File: src/rtl/time_mgr_if.sv
// Heartbeat upstream channel: valid/ack handshake carrying time snapshots to the PC.
interface time_mgr_if #(
    parameter int unsigned Ntime = 40
) ();
    logic             HB_up_v;
    logic [Ntime-1:0] HB_up_d;
    logic             HB_up_a;

    modport master (output HB_up_v, output HB_up_d, input HB_up_a);
    modport slave  (input HB_up_v, input HB_up_d, output HB_up_a);
endinterface

File: src/rtl/time_mgr.sv
// time_mgr: divides clk into units of unit_len cycles, keeps time_elapsed,
// stalls the downstream stream path while the PC's send time is in the future.
// Optional heartbeat reporting of time_elapsed is built when TIME_MGR_HB_EN is defined.
module time_mgr #(
    parameter int unsigned Nunit = 16,
    parameter int unsigned Ntime = 40
) (
    input  logic             clk,
    input  logic             reset,
    input  logic             reset_time_i,
    input  logic [Nunit-1:0] unit_len_i,
    input  logic [Ntime-1:0] pc_time_elapsed_i,
    output logic [Ntime-1:0] time_elapsed_o,
    output logic             unit_tick_o,
    output logic             stall_dn_o,
    time_mgr_if.master       hb_up
);

    logic [Nunit-1:0] cycle_cnt_q, cycle_cnt_d;
    logic [Ntime-1:0] time_q, time_d;
    logic             tick_q, tick_d;
    logic             stall_q, stall_d;
    logic             boundary_c;

    // ">=" lets a mid-unit shrink of unit_len close the unit on the next cycle
    assign boundary_c = (unit_len_i != '0) && (cycle_cnt_q >= (unit_len_i - Nunit'(1)));

    // Unit counter, time advance and stall decision against the time being registered
    always_comb begin
        cycle_cnt_d = cycle_cnt_q;
        time_d      = time_q;
        tick_d      = 1'b0;
        if (reset_time_i) begin
            cycle_cnt_d = '0;
            time_d      = '0;
        end else if (boundary_c) begin
            cycle_cnt_d = '0;
            time_d      = time_q + Ntime'(1);
            tick_d      = 1'b1;
        end else if (unit_len_i != '0) begin
            cycle_cnt_d = cycle_cnt_q + Nunit'(1);
        end
        stall_d = (pc_time_elapsed_i > time_d);
    end

    // Time-base state registers
    always_ff @(posedge clk or posedge reset) begin
        if (reset) begin
            cycle_cnt_q <= '0;
            time_q      <= '0;
            tick_q      <= 1'b0;
            stall_q     <= 1'b0;
        end else begin
            cycle_cnt_q <= cycle_cnt_d;
            time_q      <= time_d;
            tick_q      <= tick_d;
            stall_q     <= stall_d;
        end
    end

    assign time_elapsed_o = time_q;
    assign unit_tick_o    = tick_q;
    assign stall_dn_o     = stall_q;

`ifdef TIME_MGR_HB_EN
    logic             hb_v_q, hb_v_d;
    logic [Ntime-1:0] hb_d_q, hb_d_d;
    logic             hb_pend_q, hb_pend_d;
    logic             xfer_c;

    assign xfer_c = hb_v_q && hb_up.HB_up_a;

    // Heartbeat offer: fresh tick wins, otherwise coalesce into a single pending reload
    always_comb begin
        hb_v_d    = hb_v_q;
        hb_d_d    = hb_d_q;
        hb_pend_d = hb_pend_q;
        if (xfer_c) begin
            if (hb_pend_q) begin
                hb_v_d    = 1'b1;
                hb_d_d    = time_q;
                hb_pend_d = 1'b0;
            end else begin
                hb_v_d = 1'b0;
            end
        end
        if (tick_d) begin
            if (!hb_v_q || xfer_c) begin
                hb_v_d    = 1'b1;
                hb_d_d    = time_d;
                hb_pend_d = 1'b0;
            end else begin
                hb_pend_d = 1'b1;
            end
        end
        // An in-flight beat survives reset_time; only the coalesced request is dropped
        if (reset_time_i) begin
            hb_pend_d = 1'b0;
        end
    end

    // Heartbeat state registers
    always_ff @(posedge clk or posedge reset) begin
        if (reset) begin
            hb_v_q    <= 1'b0;
            hb_d_q    <= '0;
            hb_pend_q <= 1'b0;
        end else begin
            hb_v_q    <= hb_v_d;
            hb_d_q    <= hb_d_d;
            hb_pend_q <= hb_pend_d;
        end
    end

    assign hb_up.HB_up_v = hb_v_q;
    assign hb_up.HB_up_d = hb_d_q;
`else
    logic unused_hb_a;

    assign unused_hb_a   = hb_up.HB_up_a;
    assign hb_up.HB_up_v = 1'b0;
    assign hb_up.HB_up_d = '0;
`endif

endmodule

File: src/flat_wrapper.sv
// flat-port wrapper written by rule: the top's interface ports become plain ports
module time_mgr_flat 
#(
    parameter int unsigned Nunit = 16,
    parameter int unsigned Ntime = 40
)
  (clk, reset, reset_time_i, unit_len_i, pc_time_elapsed_i, time_elapsed_o, unit_tick_o, stall_dn_o, hb_up_HB_up_v, hb_up_HB_up_d, hb_up_HB_up_a);
  time_mgr_if #(.Ntime(Ntime)) hb_up_i ();
  input  logic clk;
  input  logic reset;
  input  logic reset_time_i;
  input  logic [Nunit-1:0] unit_len_i;
  input  logic [Ntime-1:0] pc_time_elapsed_i;
  output logic [Ntime-1:0] time_elapsed_o;
  output logic unit_tick_o;
  output logic stall_dn_o;
  output wire logic [$bits(hb_up_i.HB_up_v)-1:0] hb_up_HB_up_v;
  output wire logic [$bits(hb_up_i.HB_up_d)-1:0] hb_up_HB_up_d;
  input wire logic [$bits(hb_up_i.HB_up_a)-1:0] hb_up_HB_up_a;
  assign hb_up_HB_up_v = hb_up_i.HB_up_v;
  assign hb_up_HB_up_d = hb_up_i.HB_up_d;
  assign hb_up_i.HB_up_a = hb_up_HB_up_a;
  time_mgr #(.Nunit(Nunit), .Ntime(Ntime)) u_core (.clk(clk), .reset(reset), .reset_time_i(reset_time_i), .unit_len_i(unit_len_i), .pc_time_elapsed_i(pc_time_elapsed_i), .time_elapsed_o(time_elapsed_o), .unit_tick_o(unit_tick_o), .stall_dn_o(stall_dn_o), .hb_up(hb_up_i));
endmodule
File: config.mk
export PLATFORM = sky130hd
export DESIGN_NAME = time_mgr_flat
export DESIGN_NICKNAME = d
export VERILOG_FILES = /design/src/rtl/time_mgr_if.sv /design/src/rtl/time_mgr.sv /design/src/flat_wrapper.sv
export SDC_FILE = /design/constraint.sdc
export NUM_CORES = 1
export LEC_CHECK = 0
export ABC_AREA = 0
export BUFFER_PORTS_ARGS = -buffer_cell sky130_fd_sc_hd__clkbuf_2
export CAP_MARGIN = 0
export CORE_MARGIN = 5
export CORE_UTILIZATION = 54
export CTS_BUF_LIST = sky130_fd_sc_hd__clkbuf_4 sky130_fd_sc_hd__clkbuf_8 sky130_fd_sc_hd__clkbuf_16
export DETAILED_ROUTE_END_ITERATION = 10
export PLACE_DENSITY = 0.86
export SLEW_MARGIN = 20
export SYNTH_ARGS = -nofsm -noshare
export SYNTH_HDL_FRONTEND = slang
export SYNTH_SLANG_ARGS = --single-unit
File: constraint.sdc
create_clock -name clk -period 4.4 [get_ports clk]
set_input_delay 0.22 -clock clk [delete_from_list [all_inputs] [get_ports clk]]
set_output_delay 0.22 -clock clk [all_outputs]
set_load 0.02 [all_outputs]
==> results of run 1 <==
[metal layers]
| metal | GRT usage (%) | vias to the layer above |
|---|---|---|
| met5 | 0 | - |
| met3 | 5.05 | 57 |
| met4 | 13.4 | 0 |
| met1 | 28.4 | 2587 |
| li1 | - | 2495 |
| met2 | 46.0 | 289 |
[sequential cells by signal, summed over array words and instances (netlist names)]
| signal | count |
|---|---|
| u_core.cycle_cnt_q | 16 |
| u_core.unit_tick_o | 1 |
| u_core.time_elapsed_o | 40 |
| u_core.stall_dn_o | 1 |
[timing repair]
action                     in CTS  in global routing
setup buffers                   0                  6
gates resized for setup        12                 30
setup endpoints to repair       1                  1
gates cloned                    0                  1
pin swaps                       5                 27
[worst paths after layout]
kind	slack, ns	depth (start not counted)	endpoint
max	-0.01	22	u_core.stall_dn_o$_DFF_PP0_
min	0.05	3	u_core.time_elapsed_o[36]$_DFF_PP0_
max reg2reg	0.35	16	u_core.stall_dn_o$_DFF_PP0_
min reg2reg	0.55	2	u_core.cycle_cnt_q[15]$_DFFE_PP0P_
max in group asynchronous	3.84	3	u_core.time_elapsed_o[8]$_DFF_PP0_
min in group clk	0.47	5	u_core.stall_dn_o$_DFF_PP0_
[through the flow]
step	area, µm²	utilization [%]
2_1_floorplan	5560	-
3_3_place_gp	6320	64.7
3_5_place_dp	6320	64.7
4_1_cts	6580	67.3
5_1_grt	6820	69.7
6_report	6820	69.7
[synth_stat cells, types with 3 or more instances]
cell	n	area share (%)
mux2i_1	11	2.0
a21oi_1	36	3.3
inv_1	16	1.1
and4_1	6	0.97
xnor2_1	29	4.7
o21ai_0	15	1.4
o31ai_1	9	1.3
or2_2	12	1.4
nand4_1	17	2.0
dfrtp_1	58	27
buf_2	4	0.37
a2111oi_2	4	1.1
and3_1	8	0.93
nor4_2	4	0.93
clkbuf_1	12	0.83
nand3_1	25	2.3
o2bb2ai_1	5	0.81
ha_1	60	14
nand2_1	39	2.7
and2_1	3	0.35
or2_1	9	1.0
nor4_1	8	0.93
buf_4	43	6.0
a22o_1	9	1.5
a211oi_1	10	1.4
nor2_1	62	4.3
mux2_2	10	2.1
a21o_1	13	1.8
xor2_1	5	0.81
a31oi_1	5	0.58
nor2b_1	14	1.6
nor3_1	11	1.0
or3_1	7	0.81
[cell usage in the layout, fill, tap and decap left out, drive strengths merged, types with 6 or more instances in the layout]
| cell type | n |
|---|---|
| nand2 | 40 |
| mux2i | 11 |
| a21oi | 36 |
| and3 | 8 |
| nor4 | 12 |
| nand4 | 18 |
| dfrtp | 58 |
| xnor2 | 29 |
| nor2 | 62 |
| or3 | 8 |
| nor2b | 14 |
| a211oi | 10 |
| conb | 41 |
| and4 | 6 |
| clkbuf | 115 |
| or2 | 21 |
| a31oi | 6 |
| inv | 16 |
| o31ai | 9 |
| a21o | 13 |
| nor3 | 13 |
| nand3 | 27 |
| a22o | 9 |
| o21ai | 15 |
| ha | 60 |
| buf | 70 |
| a2111oi | 7 |
| mux2 | 10 |
[where the power goes]
part           switching (mW)  total [mW]  internal [mW]
clock                   0.218       0.480          0.261
combinational           0.139       0.223         0.0834
sequential            0.00349       0.540          0.536
[worst max-delay path: stages]
cell and delay, ns:
clkbuf_2 0.11, nor4_4 0.31, nand2_2 0.16, nor4_4 0.18
nand2_1 0.10, xor2_1 0.15, ha_1 0.30, nand2_1 0.11
nor3_4 0.26, a31oi_4 0.16, buf_12 0.18, buf_4 0.16
a21oi_1 0.20, and2_1 0.21, mux2i_1 0.27, ha_1 0.27
nand4_1 0.14, nor2_1 0.06, a221oi_1 0.29, o211ai_1 0.25
a2111oi_4 0.42, a21oi_1 0.12
[cells by family (layout without fill, tap and decap cells)]
family                     after synthesis  in the layout  share of synthesized area [%]
other                                    1             41                         0.0695
xor gates and xnor gates                34             34                           5.52
adders and majority gates               60             60                           13.9
DFF                                     58             58                           26.9
buffers and inverters                   78            204                           8.79
AOI/OAI and AO/OA                      123            123                           16.7
and+or+nand+nor                        241            241                           24.0
muxes                                   21             21                           4.13
[final cells by class]
cell class,count,area [µm²]
multi-input combinational,520,3870
fill,696,2960
sequential,58,1450
timing repair buffer,171,1080
clock buffer,14,180
tap,133,166
inverter,17,63.8
clock inverter,2,10.0
==> summary.txt, run 1 <==
STA
  – Final worst path period need: 4.41 ns
  – Final count of pins violating max slew: 0
  – Final Cycle Share: 100%
  – Setup TNS: -0.00992 ns
  – Largest clock skew in the final design: 0.00613 ns
  – Top achievable clock speed: 0.227 GHz
  – Final setup vio count: 1
  – Worst hold slack after final layout: 0.0532 ns
  – Worst-case headroom to the max-slew limit: 33.5%
  – Final hold violation count: 0
  – Final WS setup: -0.00992 ns
  – Transition at the pin with the smallest max-transition slack: 0.997 ns
  – Setup repair after global routing missed its margin: true

Logic synthesis
  – Count of flip-flops with a built-in enable after synthesis: 0
  – Total standard cell area after synthesis: 5400 µm²
  – Count of unique library cells instantiated by Yosys: 61
  – Per-instance average area after synthesis: 8.76 µm²
  – Async S/R FF share, synth: 100%
  – Cell count after synthesis: 616
  – Primary flip-flop cell chosen by synthesis mapping: dfrtp_1
  – Count of warnings emitted by yosys: 0
  – Sequential-to-total area share from yosys stat: 26.9%
  – Number of flip-flops and latches in the synthesized netlist: 58

Clock network
  – Depth of the CTS H-tree: 3
  – Clock buffers created by TritonCTS: 9
  – Count of hold buffers inserted by post-cts repair: 0
  – Clock sink count: 58
  – Register clock-pin slew on the reported worst setup and hold paths: 0.07 ns
  – Insertion delay of the later-clocked pin in the worst-skew pair: 0.35 ns
  – Maximum buffer depth of the clock tree: 2
  – TritonCTS clock tree: built
  – Root Driver: clkbuf_8

Routing
  – Detailed Routing Iterations Pass 1: 7
  – Total met2 wirelength after detailed routing: 8480 µm
  – Met1 routed wirelength after detailed routing: 6040 µm
  – Number of vias after detailed routing: 5428
  – Post-Route WL: 16200 µm
  – Via/cell ratio: 5.93
  – Routed wire per std cell: 17.7 µm
  – DRC violations left: 0
  – Starting DRT DRC Count: 474
  – Top layer used by detailed routing: met4
  – Count of nets left with antenna violations after detail routing: 0
  – Met3 Routed Length: 1190 µm

Hold path
  – Classification of the worst-slack hold path: input pin to asynchronous set/reset pin

Placement
  – RD Place Congestion: 0.911
  – Number of buffers inserted by port buffering: 100
  – HPWL after detailed placement: 11600 µm
  – Cell Count Post-Placement: 892
  – Worst setup slack after placement: -0.548 ns

Cells and area
  – Final instance count without filler cells: 915
  – Antenna diode instance count: 0
  – Area growth syn-to-layout: 26.3%
  – Number of nets in the finished design: 897
  – Fraction of layout cells with a size suffix above 1: 33.5%

Pwr
  – Maximum vdd drop: 0.192 mV
  – Overall power after layout: 1.24 mW
  – PwrDens: 182 nW/µm²
  – Static Leak: 3.07 nW

Die
  – Die Area: 12100 µm²
  – Num rows: 36
  – Vert. Die Dim: 110 µm
  – Placeable core region: 9770 µm²
  – Die boundary width: 110 µm
  – Number of top-level pins: 143
  – Initial standard-cell utilization of the core: 55.2%

Setup path
  – Launching element type of the critical path: input pin
  – Critical path type: input pin to flip-flop
  – Crit Path Max Fanout: 8
  – Endpoint kind of the worst setup timing path: flip-flop
  – Required time of the critical path: 4.62 ns
  – Data arrival time of the critical path: 4.63 ns
  – Worst setup path startpoint: unit_len_i[0]
  – Reg2Reg Launch Point: u_core.cycle_cnt_q[13]$_DFFE_PP0P_

Global routing
  – Maximum number of pins on one net before global-route repair: 59
  – Antenna violations before repair: 0
  – Tot GR Track Use: 25.6%
  – Global route overflow: 0
  – Number of global-route vias before repair: 5378
  – Wire length of the first global-routing pass: 24500 µm

Outcome
  – Result of the run: finished with violations
  – Violated checks: negative setup slack

Flow run
  – Max-cap check violation count: 0
Power figures use the tool's default switching activity.
==> inputs of run 2 (changes only) <==
==> constraint.sdc (replaced) <==
create_clock -name clk -period 4.4 [get_ports clk]
set_input_delay 0.22 -clock clk [delete_from_list [all_inputs] [get_ports clk]]
set_output_delay 0.22 -clock clk [all_outputs]
set_load 0.1 [all_outputs]
==> run 2 against run 1 <==
  * The flow still finishes with violations (negative setup slack)
  * Via count up 2.6%
  * Clock skew grew 0.0011 ns
  * Combinational power rose by 57%
  * Critical path type unchanged
==> summary.txt, run 2 (synthesis gave the netlist of run 1 again) <==
Global routing
  – Global route overflow: 0 (unchanged)
  – Wire length of the first global-routing pass: 24400 µm (was 24500 µm)
  – Number of global-route vias before repair: 5342 (was 5378)
  – Maximum number of pins on one net before global-route repair: 59 (unchanged)
  – Tot GR Track Use: 25.7% (was 25.6%)
  – Antenna violations before repair: 0 (unchanged)

Routing
  – DRC violations left: 0 (unchanged)
  – Routed wire per std cell: 18.2 µm (was 17.7 µm)
  – Number of vias after detailed routing: 5567 (was 5428)
  – Via/cell ratio: 6.08 (was 5.93)
  – Starting DRT DRC Count: 415 (was 474)
  – Count of nets left with antenna violations after detail routing: 0 (unchanged)
  – Detailed Routing Iterations Pass 1: 5 (was 7)
  – Post-Route WL: 16700 µm (was 16200 µm)

STA
  – Largest clock skew in the final design: 0.00728 ns (was 0.00613 ns)
  – Final WS setup: -0.0752 ns (was -0.00992 ns)
  – Final setup vio count: 1 (unchanged)
  – Transition at the pin with the smallest max-transition slack: 0.865 ns (was 0.997 ns)
  – Setup repair after global routing missed its margin: true (unchanged)
  – Final hold violation count: 0 (unchanged)
  – Final count of pins violating max slew: 0 (unchanged)
  – Final Cycle Share: 102% (was 100%)
  – Top achievable clock speed: 0.223 GHz (was 0.227 GHz)
  – Worst hold slack after final layout: 0.0588 ns (was 0.0532 ns)
  – Final worst path period need: 4.48 ns (was 4.41 ns)
  – Worst-case headroom to the max-slew limit: 42.0% (was 33.5%)

Placement
  – Area after detailed placement: 6290 µm² (was 6320 µm²)
  – HPWL after detailed placement: 11600 µm (about the same)
  – Worst setup slack after placement: -0.687 ns (was -0.548 ns)
  – Number of buffers inserted by port buffering: 100 (unchanged)
  – Cell Count Post-Placement: 889 (was 892)
  – RD Place Congestion: 0.919 (was 0.911)

Clock network
  – Insertion delay of the later-clocked pin in the worst-skew pair: 0.36 ns (was 0.35 ns)
  – TritonCTS clock tree: built (unchanged)
  – Clock buffers created by TritonCTS: 9 (unchanged)
  – Register clock-pin slew on the reported worst setup and hold paths: 0.06 ns (was 0.07 ns)
  – Depth of the CTS H-tree: 3 (unchanged)
  – Root Driver: clkbuf_8 (unchanged)
  – Clock sink count: 58 (unchanged)
  – Maximum buffer depth of the clock tree: 2 (unchanged)

Cells and area
  – Area growth syn-to-layout: 26.9% (was 26.3%)
  – Fraction of layout cells with a size suffix above 1: 33.8% (was 33.5%)
  – Number of nets in the finished design: 899 (was 897)
  – Commonest cells after routing, fill and taps aside: 100 x clkbuf_2, 68 x buf_4, 60 x nor2_1 (was 100 x clkbuf_2, 68 x buf_4, 61 x nor2_1)
  – Final instance count without filler cells: 916 (was 915)
  – Flip-flop count of the largest register after layout: 40 (unchanged)
  – Finished layout cell area: 6850 µm² (was 6820 µm²)
  – Antenna diode instance count: 0 (unchanged)
  – Commonest non-fill, non-tap cell in the layout: clkbuf_2 (unchanged)
  – Register Area: 1450 µm² (unchanged)
  – Area taken by multi-input logic gates: 3900 µm² (was 3870 µm²)
  – Filler Cell Count: 716 (was 696)

Pwr
  – Maximum vdd drop: 0.173 mV (was 0.192 mV)
  – Static Leak: 3.08 nW (was 3.07 nW)
  – PwrDens: 197 nW/µm² (was 182 nW/µm²)
  – Overall power after layout: 1.35 mW (was 1.24 mW)

Setup path
  – Reg2Reg Launch Point: u_core.cycle_cnt_q[12]$_DFFE_PP0P_ (was u_core.cycle_cnt_q[13]$_DFFE_PP0P_)
  – Data arrival time of the critical path: 4.71 ns (was 4.63 ns)
  – Launching element type of the critical path: input pin (unchanged)
  – Required time of the critical path: 4.64 ns (was 4.62 ns)
  – Setup slack of the most critical reg-to-reg path: 0.29 ns (was 0.35 ns)
  – Crit Path Max Fanout: 6 (was 8)
  – Worst-case reg-to-reg path depth: 15 (was 16)
  – Endpoint kind of the worst setup timing path: flip-flop (unchanged)
  – Worst reg2reg path endpoint: u_core.stall_dn_o$_DFF_PP0_ (unchanged)
  – Critical path type: input pin to flip-flop (unchanged)

Die
  – Vert. Die Dim: 110 µm (unchanged)
  – Placeable core region: 9770 µm² (unchanged)
  – Initial standard-cell utilization of the core: 55.2% (unchanged)
  – Die Area: 12100 µm² (unchanged)
  – Number of top-level pins: 143 (unchanged)
  – Die boundary width: 110 µm (unchanged)
  – Num rows: 36 (unchanged)

Flow run
  – Max-cap check violation count: 0 (unchanged)

Outcome
  – Violated checks: negative setup slack (unchanged)
  – Result of the run: finished with violations (unchanged)

Hold path
  – Classification of the worst-slack hold path: input pin to asynchronous set/reset pin (unchanged)
[run 2: cell types whose count changed in the layout (fill, tap and decap cells not counted), moves of 2 or more]
| cell | delta |
|---|---|
| nand3_2 | +2 |
| a211oi_2 | -2 |
| nor3_4 | +2 |
| or3_4 | -2 |
| or3_1 | +2 |
| nor4_2 | -3 |
| buf_6 | +2 |
| nand3_1 | -2 |
| nor3_2 | -3 |
| nor4_4 | +2 |
[run 2: critical path, stage by stage]
cell and delay, ns:
clkbuf_2 0.12, nor4_4 0.32, nand2_2 0.16, buf_4 0.18, nor3_4 0.11, xnor2_1 0.14, ha_1 0.27, buf_4 0.14
a21oi_1 0.13, o21ai_0 0.15, a31oi_4 0.29, buf_8 0.19, a211oi_2 0.08, buf_4 0.15, xnor2_1 0.16, or2_2 0.32
ha_1 0.33, nand4_1 0.12, nor2_1 0.07, a221oi_2 0.25, o211ai_1 0.20, a2111oi_2 0.49, a21oi_2 0.10
[run 2: timing repair]
item	in CTS	in global routing
setup buffers	1	10
gates cloned	0	1
resized for setup	13	38
endpoints found under the setup margin	1	1
hold buffers	0	0
pin swaps	11	26
[run 2: power breakdown]
group / total [mW] / leakage (nW) / internal (mW) / switching (mW)
combinational: 0.351 / 2.18 / 0.0837 / 0.268
sequential: 0.540 / 0.805 / 0.536 / 0.00356
clock: 0.458 / 0.0954 / 0.235 / 0.223
[run 2: per-layer routing]
layer / GRT usage, % / vias up / share of wire (%)
li1: - / 2494 / -
met1: 28.7 / 2654 / 37
met2: 45.7 / 341 / 51
met3: 4.93 / 78 / 7.6
met4: 14.1 / 0 / 4.7
met5: 0 / - / 0
[run 2: worst max path at each step]
stage / from / end / slack (ns) / depth (start not counted)
global placement: unit_len_i[1] / u_core.stall_dn_o$_DFF_PP0_ / -0.28 / 21
global route: unit_len_i[1] / u_core.stall_dn_o$_DFF_PP0_ / -0.26 / 22
finish: unit_len_i[1] / u_core.stall_dn_o$_DFF_PP0_ / -0.08 / 23
floorplan: unit_len_i[13] / u_core.stall_dn_o$_DFF_PP0_ / 0.03 / 19
detailed placement: unit_len_i[1] / u_core.stall_dn_o$_DFF_PP0_ / -0.69 / 21
CTS: unit_len_i[0] / u_core.stall_dn_o$_DFF_PP0_ / 0.005 / 21
[run 2: final cells by class]
type | instances | share of cell area, %
inverters | 17 | 0.932
repair buffers | 173 | 16.0
clock inverters | 3 | 0.219
well taps | 133 | 2.43
multi-input cells | 520 | 56.9
clock buffers | 12 | 2.32
flip-flops and latches | 58 | 21.2
[run 2: metrics by stage]
stage               setup TNS (ns)  utilization (%)
floorplan                        0                -
global placement            -0.285             64.4
detailed placement          -0.687             64.4
CTS                              0             67.0
global route                -0.264             70.1
finish                     -0.0752             70.1
